### config.mk
export PLATFORM = sky130hd
export DESIGN_NAME = pc_fetch_ctrl
export DESIGN_NICKNAME = d
export VERILOG_FILES = /design/src/rtl/pc_fetch_ctrl_pkg.sv /design/src/rtl/pc_fetch_ctrl_pc_reg.sv /design/src/rtl/pc_fetch_ctrl.sv
export SDC_FILE = /design/constraint.sdc
export NUM_CORES = 1
export LEC_CHECK = 0
export ABC_CLOCK_PERIOD_IN_PS = 2900
export CAP_MARGIN = 20
export CORE_MARGIN = 2
export CORE_UTILIZATION = 43
export DETAILED_ROUTE_END_ITERATION = 7
export PLACE_DENSITY = 0.79
export SETUP_SLACK_MARGIN = 0.02
export SYNTH_ARGS = -nofsm -noshare
export SYNTH_HDL_FRONTEND = slang
export SYNTH_HIERARCHICAL = 1
export SYNTH_SLANG_ARGS = --single-unit
### constraint.sdc
create_clock -name i_clk -period 2.9 [get_ports i_clk]
set_clock_uncertainty 0.2 [all_clocks]
set_input_delay 0.58 -clock i_clk [delete_from_list [all_inputs] [get_ports i_clk]]
set_output_delay 0.58 -clock i_clk [all_outputs]
set_load 0.03 [all_outputs]
### src/rtl/pc_fetch_ctrl_pkg.sv
// Shared definitions for the fetch path: FSM encoding and PC defaults.
package pc_fetch_ctrl_pkg;

  // Fetch FSM encoding; values are fixed so other blocks can decode them.
  typedef enum logic [1:0] {
    S_IDLE = 2'd0,
    S_REQ  = 2'd1,
    S_HOLD = 2'd2,
    S_HALT = 2'd3
  } fetch_state_e;

  localparam int unsigned ADDR_W_DFLT   = 32;
  localparam int unsigned DATA_W_DFLT   = 32;
  // Also used by the address-select and branch logic.
  localparam logic [31:0] RESET_PC_DFLT = 32'h0000_0000;
  localparam logic [31:0] PC_INC_DFLT   = 32'h0000_0001;

endpackage

### src/rtl/pc_fetch_ctrl_pc_reg.sv
// Program counter register: load-target has priority over increment.
// o_pc_next exposes the value the register takes at the next edge.
module pc_reg
  import pc_fetch_ctrl_pkg::*;
#(
  parameter int unsigned       ADDR_W   = ADDR_W_DFLT,
  parameter logic [ADDR_W-1:0] RESET_PC = ADDR_W'(RESET_PC_DFLT),
  parameter logic [ADDR_W-1:0] PC_INC   = ADDR_W'(PC_INC_DFLT)
) (
  input  logic              i_clk,
  input  logic              i_rst_n,
  input  logic              i_load,
  input  logic [ADDR_W-1:0] i_target,
  input  logic              i_inc,
  output logic [ADDR_W-1:0] o_pc,
  output logic [ADDR_W-1:0] o_pc_next
);

  logic [ADDR_W-1:0] r_pc;

  // Next PC: redirect target, else sequential (wraps modulo 2^ADDR_W), else hold.
  always_comb begin
    o_pc_next = r_pc;
    if (i_load) begin
      o_pc_next = i_target;
    end else if (i_inc) begin
      o_pc_next = r_pc + PC_INC;
    end
  end

  // PC state register.
  always_ff @(posedge i_clk or negedge i_rst_n) begin
    if (!i_rst_n) begin
      r_pc <= RESET_PC;
    end else begin
      r_pc <= o_pc_next;
    end
  end

  assign o_pc = r_pc;

endmodule

### src/rtl/pc_fetch_ctrl.sv
// Fetch controller: owns the PC, issues req/ack fetches to instruction memory
// and hands each fetched word to decode over valid/ready.
module pc_fetch_ctrl
  import pc_fetch_ctrl_pkg::*;
#(
  parameter int unsigned       ADDR_W   = ADDR_W_DFLT,
  parameter int unsigned       DATA_W   = DATA_W_DFLT,
  parameter logic [ADDR_W-1:0] RESET_PC = ADDR_W'(RESET_PC_DFLT),
  parameter logic [ADDR_W-1:0] PC_INC   = ADDR_W'(PC_INC_DFLT)
) (
  input  logic              i_clk,
  input  logic              i_rst_n,
  output logic              o_imem_req,
  output logic [ADDR_W-1:0] o_imem_addr,
  input  logic              i_imem_ack,
  input  logic [DATA_W-1:0] i_imem_rdata,
  output logic              o_instr_valid,
  output logic [DATA_W-1:0] o_instr,
  output logic [ADDR_W-1:0] o_instr_pc,
  input  logic              i_instr_ready,
  input  logic              i_redirect_valid,
  input  logic [ADDR_W-1:0] i_redirect_target,
  input  logic              i_halt,
  output logic              o_halted
);

  fetch_state_e      r_state, w_state_next;
  logic              r_squash, w_squash_next;
  logic              r_imem_req, w_imem_req_next;
  logic [ADDR_W-1:0] r_imem_addr;
  logic              r_instr_valid, w_instr_valid_next;
  logic [DATA_W-1:0] r_instr;
  logic [ADDR_W-1:0] r_instr_pc;
  logic              r_halted, w_halted_next;

  logic              w_pc_load;
  logic              w_pc_inc;
  logic              w_addr_load;
  logic              w_capture;
  logic [ADDR_W-1:0] w_pc;
  logic [ADDR_W-1:0] w_pc_next;

  pc_reg #(
    .ADDR_W   (ADDR_W),
    .RESET_PC (RESET_PC),
    .PC_INC   (PC_INC)
  ) u_pc_reg (
    .i_clk     (i_clk),
    .i_rst_n   (i_rst_n),
    .i_load    (w_pc_load),
    .i_target  (i_redirect_target),
    .i_inc     (w_pc_inc),
    .o_pc      (w_pc),
    .o_pc_next (w_pc_next)
  );

  // Next-state, PC control and next values of the output registers.
  always_comb begin
    w_state_next       = r_state;
    w_squash_next      = r_squash;
    w_imem_req_next    = r_imem_req;
    w_instr_valid_next = r_instr_valid;
    w_halted_next      = r_halted;
    w_pc_load          = 1'b0;
    w_pc_inc           = 1'b0;
    w_addr_load        = 1'b0;
    w_capture          = 1'b0;
    unique case (r_state)
      S_IDLE: begin
        w_pc_load       = i_redirect_valid;
        w_state_next    = S_REQ;
        w_imem_req_next = 1'b1;
        w_addr_load     = 1'b1;
      end
      S_REQ: begin
        if (i_imem_ack) begin
          w_squash_next = 1'b0;
          if (i_redirect_valid) begin
            // Data is stale the moment it lands; reissue at the target.
            w_pc_load   = 1'b1;
            w_addr_load = 1'b1;
          end else if (r_squash) begin
            // Response belongs to a pre-redirect request; reissue at pc.
            w_addr_load = 1'b1;
          end else begin
            w_capture          = 1'b1;
            w_pc_inc           = 1'b1;
            w_instr_valid_next = 1'b1;
            w_imem_req_next    = 1'b0;
            w_state_next       = S_HOLD;
          end
        end else if (i_redirect_valid) begin
          // Outstanding request must finish at its original address.
          w_pc_load     = 1'b1;
          w_squash_next = 1'b1;
        end
      end
      S_HOLD: begin
        w_pc_load = i_redirect_valid;
        if (i_instr_ready) begin
          w_instr_valid_next = 1'b0;
          if (i_halt) begin
            w_state_next  = S_HALT;
            w_halted_next = 1'b1;
          end else begin
            w_state_next    = S_REQ;
            w_imem_req_next = 1'b1;
            w_addr_load     = 1'b1;
          end
        end
      end
      S_HALT: begin
        w_imem_req_next    = 1'b0;
        w_instr_valid_next = 1'b0;
        w_halted_next      = 1'b1;
      end
      default: begin
        w_state_next = S_IDLE;
      end
    endcase
  end

  // FSM state and control flags.
  always_ff @(posedge i_clk or negedge i_rst_n) begin
    if (!i_rst_n) begin
      r_state       <= S_IDLE;
      r_squash      <= 1'b0;
      r_imem_req    <= 1'b0;
      r_instr_valid <= 1'b0;
      r_halted      <= 1'b0;
    end else begin
      r_state       <= w_state_next;
      r_squash      <= w_squash_next;
      r_imem_req    <= w_imem_req_next;
      r_instr_valid <= w_instr_valid_next;
      r_halted      <= w_halted_next;
    end
  end

  // Fetch address: latched from the next PC only when a request is issued,
  // so a redirect never disturbs an outstanding request.
  always_ff @(posedge i_clk or negedge i_rst_n) begin
    if (!i_rst_n) begin
      r_imem_addr <= RESET_PC;
    end else if (w_addr_load) begin
      r_imem_addr <= w_pc_next;
    end
  end

  // Instruction word and its address, captured on an accepted response.
  always_ff @(posedge i_clk or negedge i_rst_n) begin
    if (!i_rst_n) begin
      r_instr    <= '0;
      r_instr_pc <= '0;
    end else if (w_capture) begin
      r_instr    <= i_imem_rdata;
      r_instr_pc <= r_imem_addr;
    end
  end

  assign o_imem_req    = r_imem_req;
  assign o_imem_addr   = r_imem_addr;
  assign o_instr_valid = r_instr_valid;
  assign o_instr       = r_instr;
  assign o_instr_pc    = r_instr_pc;
  assign o_halted      = r_halted;

endmodule
==> reports/results.ini, run 1 <==
[run_status]
status = completed

[routing]
drc = 0
wl_per_cell_um = 16.5
wl_um = 13800
vias = 4381
firstDrtPassIters = 4
vias_per_cell = 5.27
initialDrtViolationCount = 223
ant_nets = 0

[final_layout]
finalNetCount = 719
final_cells = 832
regArea_um2 = 3350
fin_area_um2 = 8510
fillers = 1018
antenna_cells_inserted = 0
drive_gt1_share_pct = 14.0
syn2layout_area_growth_pct = 45.4
multi_input_area_um2 = 2380

[floorplanning]
die-area_um2 = 14600
core_area_um2 = 13300
row_count = 42
die_h_um = 121
io_pins = 169
dieWidth_um = 121
initial_utilization_pct = 44.0

[timing]
drv_slew = 0
setup-tns-final_ps = 0
worst-slew-pin-transition_ps = 858
max_slew_margin_pct = 42.8
fmax_mhz = 362
finalCriticalPeriod_ps = 2760
post-route-period-util_pct = 95.3
hold_ws_ps = 281
setup_violations = 0
finalHoldViolations = 0

[placement]
dp_hpwl_um = 9620
place_congestion = 0.814
place_area_um2 = 7790
io_buffer_count = 168
dp_cells = 796

[clocking]
clk_pin_slew_ps = 60
clockRootBuffer = clkbuf_16
cts_buffers = 17
cts.path.max_buffers = 2
clk_latency_ps = 420
cts_tree = built
cts.sinks = 134
h-tree-depth = 4

[yosys]
avgSynthCellArea_um2 = 13.0
synth_cell_types = 43
ys_ff_latch = 134
yosysWarnings = 6
seq_area_frac_synth_pct = 57.3
synth_cells = 452
syn_nets = 528
syn_area_um2 = 5850

[hold_path]
hold_path.class = reg2reg
hold_path.startpoint = o_instr_pc[19]
min_path_cells = 1

[setup_path]
critPathKind = reg2reg
ff2ff_path_depth = 10
worstSetupStartpoint = r_state[1]
rrSetupSlack_ps = 140
cp.arrival_ps = 2860
slowest_delay_ps = 410
path_cells = inv_2 -> ha_4 -> nand2b_4 -> nor3b_4 -> and3_4 -> nand4bb_1 -> buf_4 -> o31ai_1 -> a31oi_1 -> mux2_1
required_ps = 3000
crit_slowest_cell = dfrtp_1
end_kind = register
critPathLaunchType = register
path_max_fanout = 13
r2r_start = r_state[1]

[global_routing]
grt_pass1_vias = 4624
grt_pass1_wl_um = 22800
antenna_found_initial = 0
track_usage_pct = 20.1
grt_start_max_net_pins = 65
overflow = 0

[run]
drv_cap = 0

[power_and_ir_drop]
ir_worst_vdd_v = 0.000573
powerDensity_nw_per_um2 = 1200
p_leak_nw = 3.46
p_total_mw = 10.2

==> worst max-delay path, delay by kind of cell (launching register included) <==
| family | cells | cell delay [ps] |
|---|---|---|
| buffers and inverters | 2 | 290 |
| adders and majority gates | 1 | 170 |
| AOI/OAI and AO/OA | 2 | 510 |
| and+or+nand+nor | 4 | 760 |
| DFF | 1 | 410 |
| muxes | 1 | 310 |
==> power by group <==
part	leakage [nW]	switching (mW)	total (mW)	internal, mW
Combinational	1.59	2.53	4.64	2.11
Sequential	1.58	0.593	3.32	2.72
Clock	0.294	0.791	2.27	1.48
Total	3.46	3.91	10.2	6.32
==> cell usage after synthesis, drive strengths merged <==
| cell type | instances | area [µm²] |
|---|---|---|
| dfrtp | 134 | 3350 |
| mux2 | 96 | 1080 |
| nand2 | 29 | 109 |
| or4 | 22 | 169 |
| a31oi | 17 | 121 |
| nor2 | 17 | 63.8 |
| o21ai | 15 | 75.1 |
| nand3 | 14 | 70.1 |
| o31ai | 14 | 105 |
| buf | 11 | 114 |
| inv | 10 | 37.5 |
| clkbuf | 9 | 33.8 |
| nand4 | 7 | 50.1 |
| ha | 6 | 75.1 |
| o211ai | 6 | 45.0 |
| and3 | 5 | 31.3 |
| xnor2 | 5 | 43.8 |
| xor2 | 5 | 43.8 |
| a2111oi | 3 | 32.5 |
| and2 | 3 | 18.8 |
| and4 | 3 | 26.3 |
| nor2b | 3 | 18.8 |
| mux2i | 2 | 20.0 |
| nand2b | 2 | 12.5 |
| nor3 | 2 | 10.0 |
| or2 | 2 | 12.5 |
| or3 | 2 | 12.5 |
| a21oi | 1 | 5.00 |
| a2bb2oi | 1 | 8.76 |
| nand3b | 1 | 7.51 |
| nand4bb | 1 | 11.3 |
| nor3b | 1 | 12.5 |
| o22ai | 1 | 6.26 |
| o2bb2ai | 1 | 8.76 |
| o41ai | 1 | 8.76 |
==> timing repair <==
action | in CTS | in global routing
hold endpoints to repair | 47 | 0
pin swaps | 3 | 5
setup buffers | 1 | 2
endpoints found under the setup margin | 9 | 30
resized for setup | 4 | 8
hold buffers | 1 | 0
==> cell type report <==
class	instances	area share, %
Tap cell	176	2.59
Multi-Input combinational cell	288	27.9
Clock inverter	12	2.07
Clock buffer	20	5.36
Inverter	10	0.441
Sequential cell	134	39.4
Timing Repair Buffer	192	22.2
==> final timing paths <==
| kind | to |
|---|---|
| setup / recovery | o_imem_addr[20] |
| setup reg to reg | o_imem_addr[20] |
| hold / removal | o_instr_pc[19] |
| max in group asynchronous | o_instr[19] |
| min in group asynchronous | o_instr_pc[9] |
| hold reg to reg | o_instr_pc[19] |
==> stage by stage <==
step                setup WS [ps]  utilization, %
floorplan                    54.1               -
global placement            -64.3            58.6
detailed placement           -149            58.6
CTS                          50.9            63.6
global route                -38.8            64.0
finish                        136            64.0
==> cell families (layout without fill, tap and decap cells) <==
logic type | Yosys count | in the layout | share of synthesized area, %
flops | 134 | 134 | 57.3
xor+xnor | 10 | 10 | 1.50
compound gates | 60 | 60 | 7.12
buf+inv | 30 | 234 | 3.16
fa+ha+maj | 6 | 6 | 1.28
mux | 98 | 98 | 18.8
simple gates | 114 | 114 | 10.9
==> per-layer routing <==
layer	global-route usage (%)	vias up	part of all wire, %
li1	-	2047	-
met1	24.8	2178	43
met2	33.1	137	50
met3	6.70	19	6.2
met4	6.69	0	1.6
met5	0	-	0
==> placed cells by master (no fill, tap or decap), types with 3 or more instances in the layout <==
cell / instances
and2_1: 3
clkinvlp_4: 5
xnor2_1: 5
nand4_1: 6
clkdlybuf4s50_1: 167
xor2_1: 5
or4_1: 20
inv_1: 8
o21ai_0: 15
mux2_1: 79
a31oi_2: 3
clkbuf_16: 17
bufinv_16: 4
nor2_1: 17
nand3_1: 14
o211ai_1: 6
a31oi_1: 13
buf_4: 21
mux2_2: 17
and3_1: 4
ha_1: 5
o31ai_1: 14
nand2_1: 28
dfrtp_1: 133
==> flip-flops by register name, indices dropped and copies added, names as in the netlist <==
register	flops
r_squash	1
o_imem_req	1
o_halted	1
o_instr_pc	32
o_instr	32
o_imem_addr	32
u_pc_reg/o_pc	32
o_instr_valid	1
r_state	2
Power figures use the tool's default switching activity.
==> inputs of run 2 (changes only) <==
CORE_UTILIZATION = 44   (was 43)
CTS_CLUSTER_SIZE = 10   (was not set)
PLACE_DENSITY = 0.8   (was 0.79)
SYNTH_HIERARCHICAL = not set   (was 1)
==> run 2 against run 1 <==
Count of clock-buffer cells in the layout rose by 2; worst hold slack got worse by 29 ps; routed wire length grew 19%; cell area increased by 1.4%; first-iteration DRC count increased by 19%; register-to-register slack improved by 190 ps; synthesized cell count rose by 40%; highest routed layer unchanged; sequential power hardly changed; clock power decreased by 8.8%; flip-flop and latch count is the same; cell count is 20% higher.
==> reports/results.ini, run 2 <==
[run_status]
status = completed

[floorplanning]
initial_utilization_pct = 45.4
dieWidth_um = 121
row_count = 42
die-area_um2 = 14700
die_h_um = 121
io_pins = 169
core_area_um2 = 13300

[hold_path]
hold_path.class = reg2reg

[yosys]
async_flop_share_pct = 100
syn_nets = 712
synth_top_area_share_pct = 55.4
yosysWarnings = 0
ys_ff_latch = 134
yosys-top-cells-count = nand2_1, dfrtp_1, nor2_1, clkbuf_1, nand3_1
synth-edff-count = 0
avgSynthCellArea_um2 = 9.54
ys.flop_type = dfrtp_1
synth_cell_types = 49
synth_top_cell_by_area = dfrtp_1
syn_area_um2 = 6060
synth_most_common_cell = nand2_1
synth_area_leaders = dfrtp_1, nand2_1, mux2_2
synth_cells = 635
seq_area_frac_synth_pct = 55.4

[setup_path]
required_ps = 3000
critPathLaunchType = register
cp_top_family = simple AND/OR/NAND/NOR gates
path_max_fanout = 7
cp.arrival_ps = 2670
crit_buf_inv = 1
rrSetupSlack_ps = 320
slowest_delay_ps = 410
end_kind = register
path_cells = inv_1 -> ha_1 -> and4bb_4 -> and4_1 -> a31oi_1 -> a221o_1 -> mux2_2
crit_slowest_cell = dfrtp_1
critPathKind = reg2reg

[clocking]
cts_setup_buffers = 0
h-tree-depth = 4
cts.path.max_buffers = 2
cts_buffers = 17
cts.sinks = 134
clockRootBuffer = clkbuf_16
cts_tree = built
clk_latency_ps = 420
clk_pin_slew_ps = 60

[timing]
setup_violations = 0
fmax_mhz = 388
finalHoldViolations = 0
drv_slew = 0
worst-slew-pin-transition_ps = 583
max_slew_margin_pct = 61.1
rsz0062_at_grt = no
post-route-period-util_pct = 88.8
fin_ws_ps = 324
setup-tns-final_ps = 0
hold_ws_ps = 253
finalCriticalPeriod_ps = 2580

[power_and_ir_drop]
p_leak_nw = 3.95
ir_worst_vdd_v = 0.000679
p_total_mw = 10.2
powerDensity_nw_per_um2 = 1190

[final_layout]
syn2layout_area_growth_pct = 42.5
fin_area_um2 = 8630
final_cell_mix = nand2_1, clkdlybuf4s50_1, dfrtp_1
mostFrequentLayoutCell = nand2_1
finalNetCount = 890
drive_gt1_share_pct = 9.94
antenna_cells_inserted = 0

[placement]
pre_cts_slack_ps = 16.1
place_congestion = 0.877
place_area_um2 = 8050
io_buffer_count = 168
dp_hpwl_um = 11700

[routing]
vias_per_cell = 5.28
firstDrtPassIters = 4
vias = 5283
wl_um = 16400
initialDrtViolationCount = 265
ant_nets = 0
wl_per_cell_um = 16.4
drc = 0

[run]
drv_cap = 0

[global_routing]
track_usage_pct = 23.3
antenna_found_initial = 0
grt_pass1_vias = 5432
overflow = 0
grt_pass1_wl_um = 26600
grt_start_max_net_pins = 59

==> run 2: routing by layer <==
metal  vias up  routed length (µm)  part of all wire [%]  global-route usage, %
li1       2500                   -                     -                      -
met3        31                1050                   6.4                   5.26
met2       185                8060                    49                   38.1
met1      2567                6800                    41                   29.2
met5         -                   0                     0                      0
met4         0                 493                   3.0                   11.6
==> run 2: repair_timing <==
item | CTS | global route
gates resized for setup | 0 | 0
hold buffers | 1 | 0
hold endpoints to repair | 56 | 0
==> run 2: cells by family (layout without fill, tap and decap cells) <==
logic type	after synthesis	in the layout	synth area share [%]
DFF	134	134	55.4
AOI/OAI and AO/OA	62	62	7.17
adders and majority gates	7	7	1.45
muxes	25	25	4.67
xor gates and xnor gates	19	19	2.75
and+or+nand+nor	350	350	25.9
buffers and inverters	38	228	2.73
==> run 2: power by group <==
| group | internal, mW | total [mW] | switching [mW] |
|---|---|---|---|
| Combinational | 2.08 | 4.83 | 2.75 |
| Clock | 1.30 | 2.07 | 0.768 |
| Sequential | 2.69 | 3.34 | 0.649 |
| Total | 6.07 | 10.2 | 4.17 |
==> run 2: area by class of cell <==
class / count / area [µm²]
Fill cell: 1035 / 4720
Clock buffer: 22 / 464
Multi-Input combinational cell: 463 / 2550
Sequential cell: 134 / 3350
Inverter: 3 / 11.3
Tap cell: 176 / 220
Timing Repair Buffer: 194 / 1930
Clock inverter: 9 / 103
==> run 2: worst paths after layout <==
check	from	end	cells after the start
max in group asynchronous	i_rst_n	o_imem_addr[19]	3
worst max register to register	r_state[1]	o_imem_addr[23]	7
worst min-delay path	o_halted	o_halted	1
worst min register to register	o_halted	o_halted	1
worst max-delay path	r_state[1]	o_imem_addr[23]	7
min in group asynchronous	i_rst_n	o_imem_addr[22]	2
==> run 2: stage by stage <==
stage          instances  utilization (%)
5_1_grt             1001             64.7
4_1_cts             1001             64.7
6_report            1001             64.7
3_5_place_dp         969             60.3
2_1_floorplan        635                -
3_3_place_gp         969             60.3
==> inputs of run 3 (changes only) <==
GPL_TIMING_DRIVEN = 0   (was not set)
REMOVE_ABC_BUFFERS = 1   (was not set)
==> run 3 against run 2 <==
Critical path depth up 1; die area unchanged; cell area up 0.43%; worst setup slack worse by 220 ps; via count up 1.9%; clock power up 3%; worst hold slack better by 16 ps; core utilization up 0.28 points; first-iteration DRC count up 42%; sequential share of layout area down 0.17 points; fmax down 7.9%; cell count down 0.50%.
==> reports/results.ini, run 3 (synthesized netlist as in run 2, its figures left out) <==
[routing]
vias_per_cell = 5.40
firstDrtPassIters = 5
vias = 5383
drc = 0
wl_um = 17800
ant_nets = 0
wl_per_cell_um = 17.9
initialDrtViolationCount = 377

[final_layout]
syn2layout_area_growth_pct = 43.1
final_cells = 996
final_cell_mix = nand2_1, clkdlybuf4s50_1, dfrtp_1
fillers = 1060
finalNetCount = 884
antenna_cells_inserted = 0
mostFrequentLayoutCell = nand2_1
drive_gt1_share_pct = 9.76

[timing]
setup-tns-final_ps = 0
drv_slew = 0
finalCriticalPeriod_ps = 2800
worst-slew-pin-transition_ps = 1020
rsz0062_at_grt = no
fmax_mhz = 358
post-route-period-util_pct = 96.4
fin_ws_ps = 103
setup_violations = 0
hold_ws_ps = 269
finalHoldViolations = 0
max_slew_margin_pct = 32.3

[power_and_ir_drop]
comb_power_share_pct = 47.4
power.internal_mw = 6.16
power.switching_mw = 4.23
seq_power_share_pct = 32.1
p_clk_share_pct = 20.5
p_total_mw = 10.4
powerDensity_nw_per_um2 = 1200
ir_worst_vdd_v = 0.000748
swShare_pct = 40.7
p_leak_nw = 3.93

[floorplanning]
die-area_um2 = 14700
die_h_um = 121
core_area_um2 = 13300
dieWidth_um = 121
io_pins = 169
row_count = 42
initial_utilization_pct = 45.4

[setup_path]
critPathLaunchType = input pin
cp.arrival_ps = 2900
ff2ff_path_depth = 6
path_max_fanout = 11
r2r_start = r_state[1]
rrSetupSlack_ps = 190
r2r_end = o_imem_addr[7]
required_ps = 3000
critPathKind = in2reg
end_kind = register

[clocking]
cts.sinks = 134
clockRootBuffer = clkbuf_16
clk_pin_slew_ps = 50
cts_tree = built
clk_latency_ps = 410
h-tree-depth = 4
cts_buffers = 17
cts.path.max_buffers = 2

[hold_path]
worstHoldEndpoint = o_halted
hold_path.startpoint = o_halted
min_path_cells = 1
hold_path.class = reg2reg

[placement]
dp_hpwl_um = 10500
pre_cts_slack_ps = -1090
dp_cells = 946
place_congestion = 0.804
io_buffer_count = 168

[run_status]
status = completed

[global_routing]
overflow = 0
grt_pass1_wl_um = 27400
grt_start_max_net_pins = 69
track_usage_pct = 24.4
antenna_found_initial = 0
grt_pass1_vias = 5320

[run]
drv_cap = 0

## run 3: cell types whose count changed in the layout (fill, tap and decap cells not counted), sizes merged, moves of 2 or more
cell      change
buf          -12
and4bb        +2
clkinvlp      -2
nand4bb       +2
## run 3: power by group through the flow
stage	registers, mW	clock network (mW)	logic [mW]
floorplan	4.49	0	1.52
global placement	3.27	0	4.54
detailed placement	3.33	0	4.67
CTS	3.32	2.18	4.82
global route	3.43	2.24	5.25
finish	3.33	2.13	4.92
## run 3: worst max-delay path by stage
stage                           from               to  slack, ps  depth (start not counted)
finish              i_redirect_valid  o_imem_addr[29]        100                          8
global route        i_redirect_valid   o_imem_addr[9]         40                          5
CTS                 i_redirect_valid  o_imem_addr[22]         50                          7
detailed placement  i_redirect_valid  o_imem_addr[22]      -1090                          6
global placement             i_rst_n      o_instr[18]      -4140                          1
floorplan                 r_state[1]  o_imem_addr[17]       -880                          7
## run 3: layout make-up
class	instances	area [µm²]	share of cell area (%)
Sequential cell	134	3350	38.7
Tap cell	176	220	2.54
Multi-Input combinational cell	469	2660	30.7
Timing Repair Buffer	182	1840	21.2
Inverter	3	11.3	0.130
Clock inverter	9	126	1.46
Clock buffer	23	458	5.28
## run 3: critical path: stages
cell	delay [ps]
clkdlybuf4s50_1	770
and4bb_4	290
buf_4	150
buf_4	130
and4_1	210
and3_1	180
a221o_1	310
mux2_2	260
## run 3: per-stage QoR
stage | instance area [µm²] | util (%)
2_1_floorplan | 5900 | -
3_3_place_gp | 7800 | 58.5
3_5_place_dp | 7870 | 59.0
4_1_cts | 8600 | 64.5
5_1_grt | 8670 | 64.9
6_report | 8670 | 64.9
## run 3: metal layers
layer | part of all wire, % | global-route usage [%] | vias up
li1 | - | - | 2512
met1 | 42 | 31.0 | 2647
met2 | 50 | 41.3 | 197
met3 | 5.8 | 4.98 | 27
met4 | 1.8 | 8.55 | 0
met5 | 0 | 0 | -
## run 3: timing repair
| action | CTS | global route |
|---|---|---|
| hold buffers | 1 | 0 |
| endpoints found under the setup margin | 61 | 12 |
| endpoints found under the hold margin | 46 | 0 |
| setup buffers | 7 | 2 |
| gates resized for setup | 7 | 1 |
| pin swaps | 2 | 1 |
| cloned | 4 | 2 |
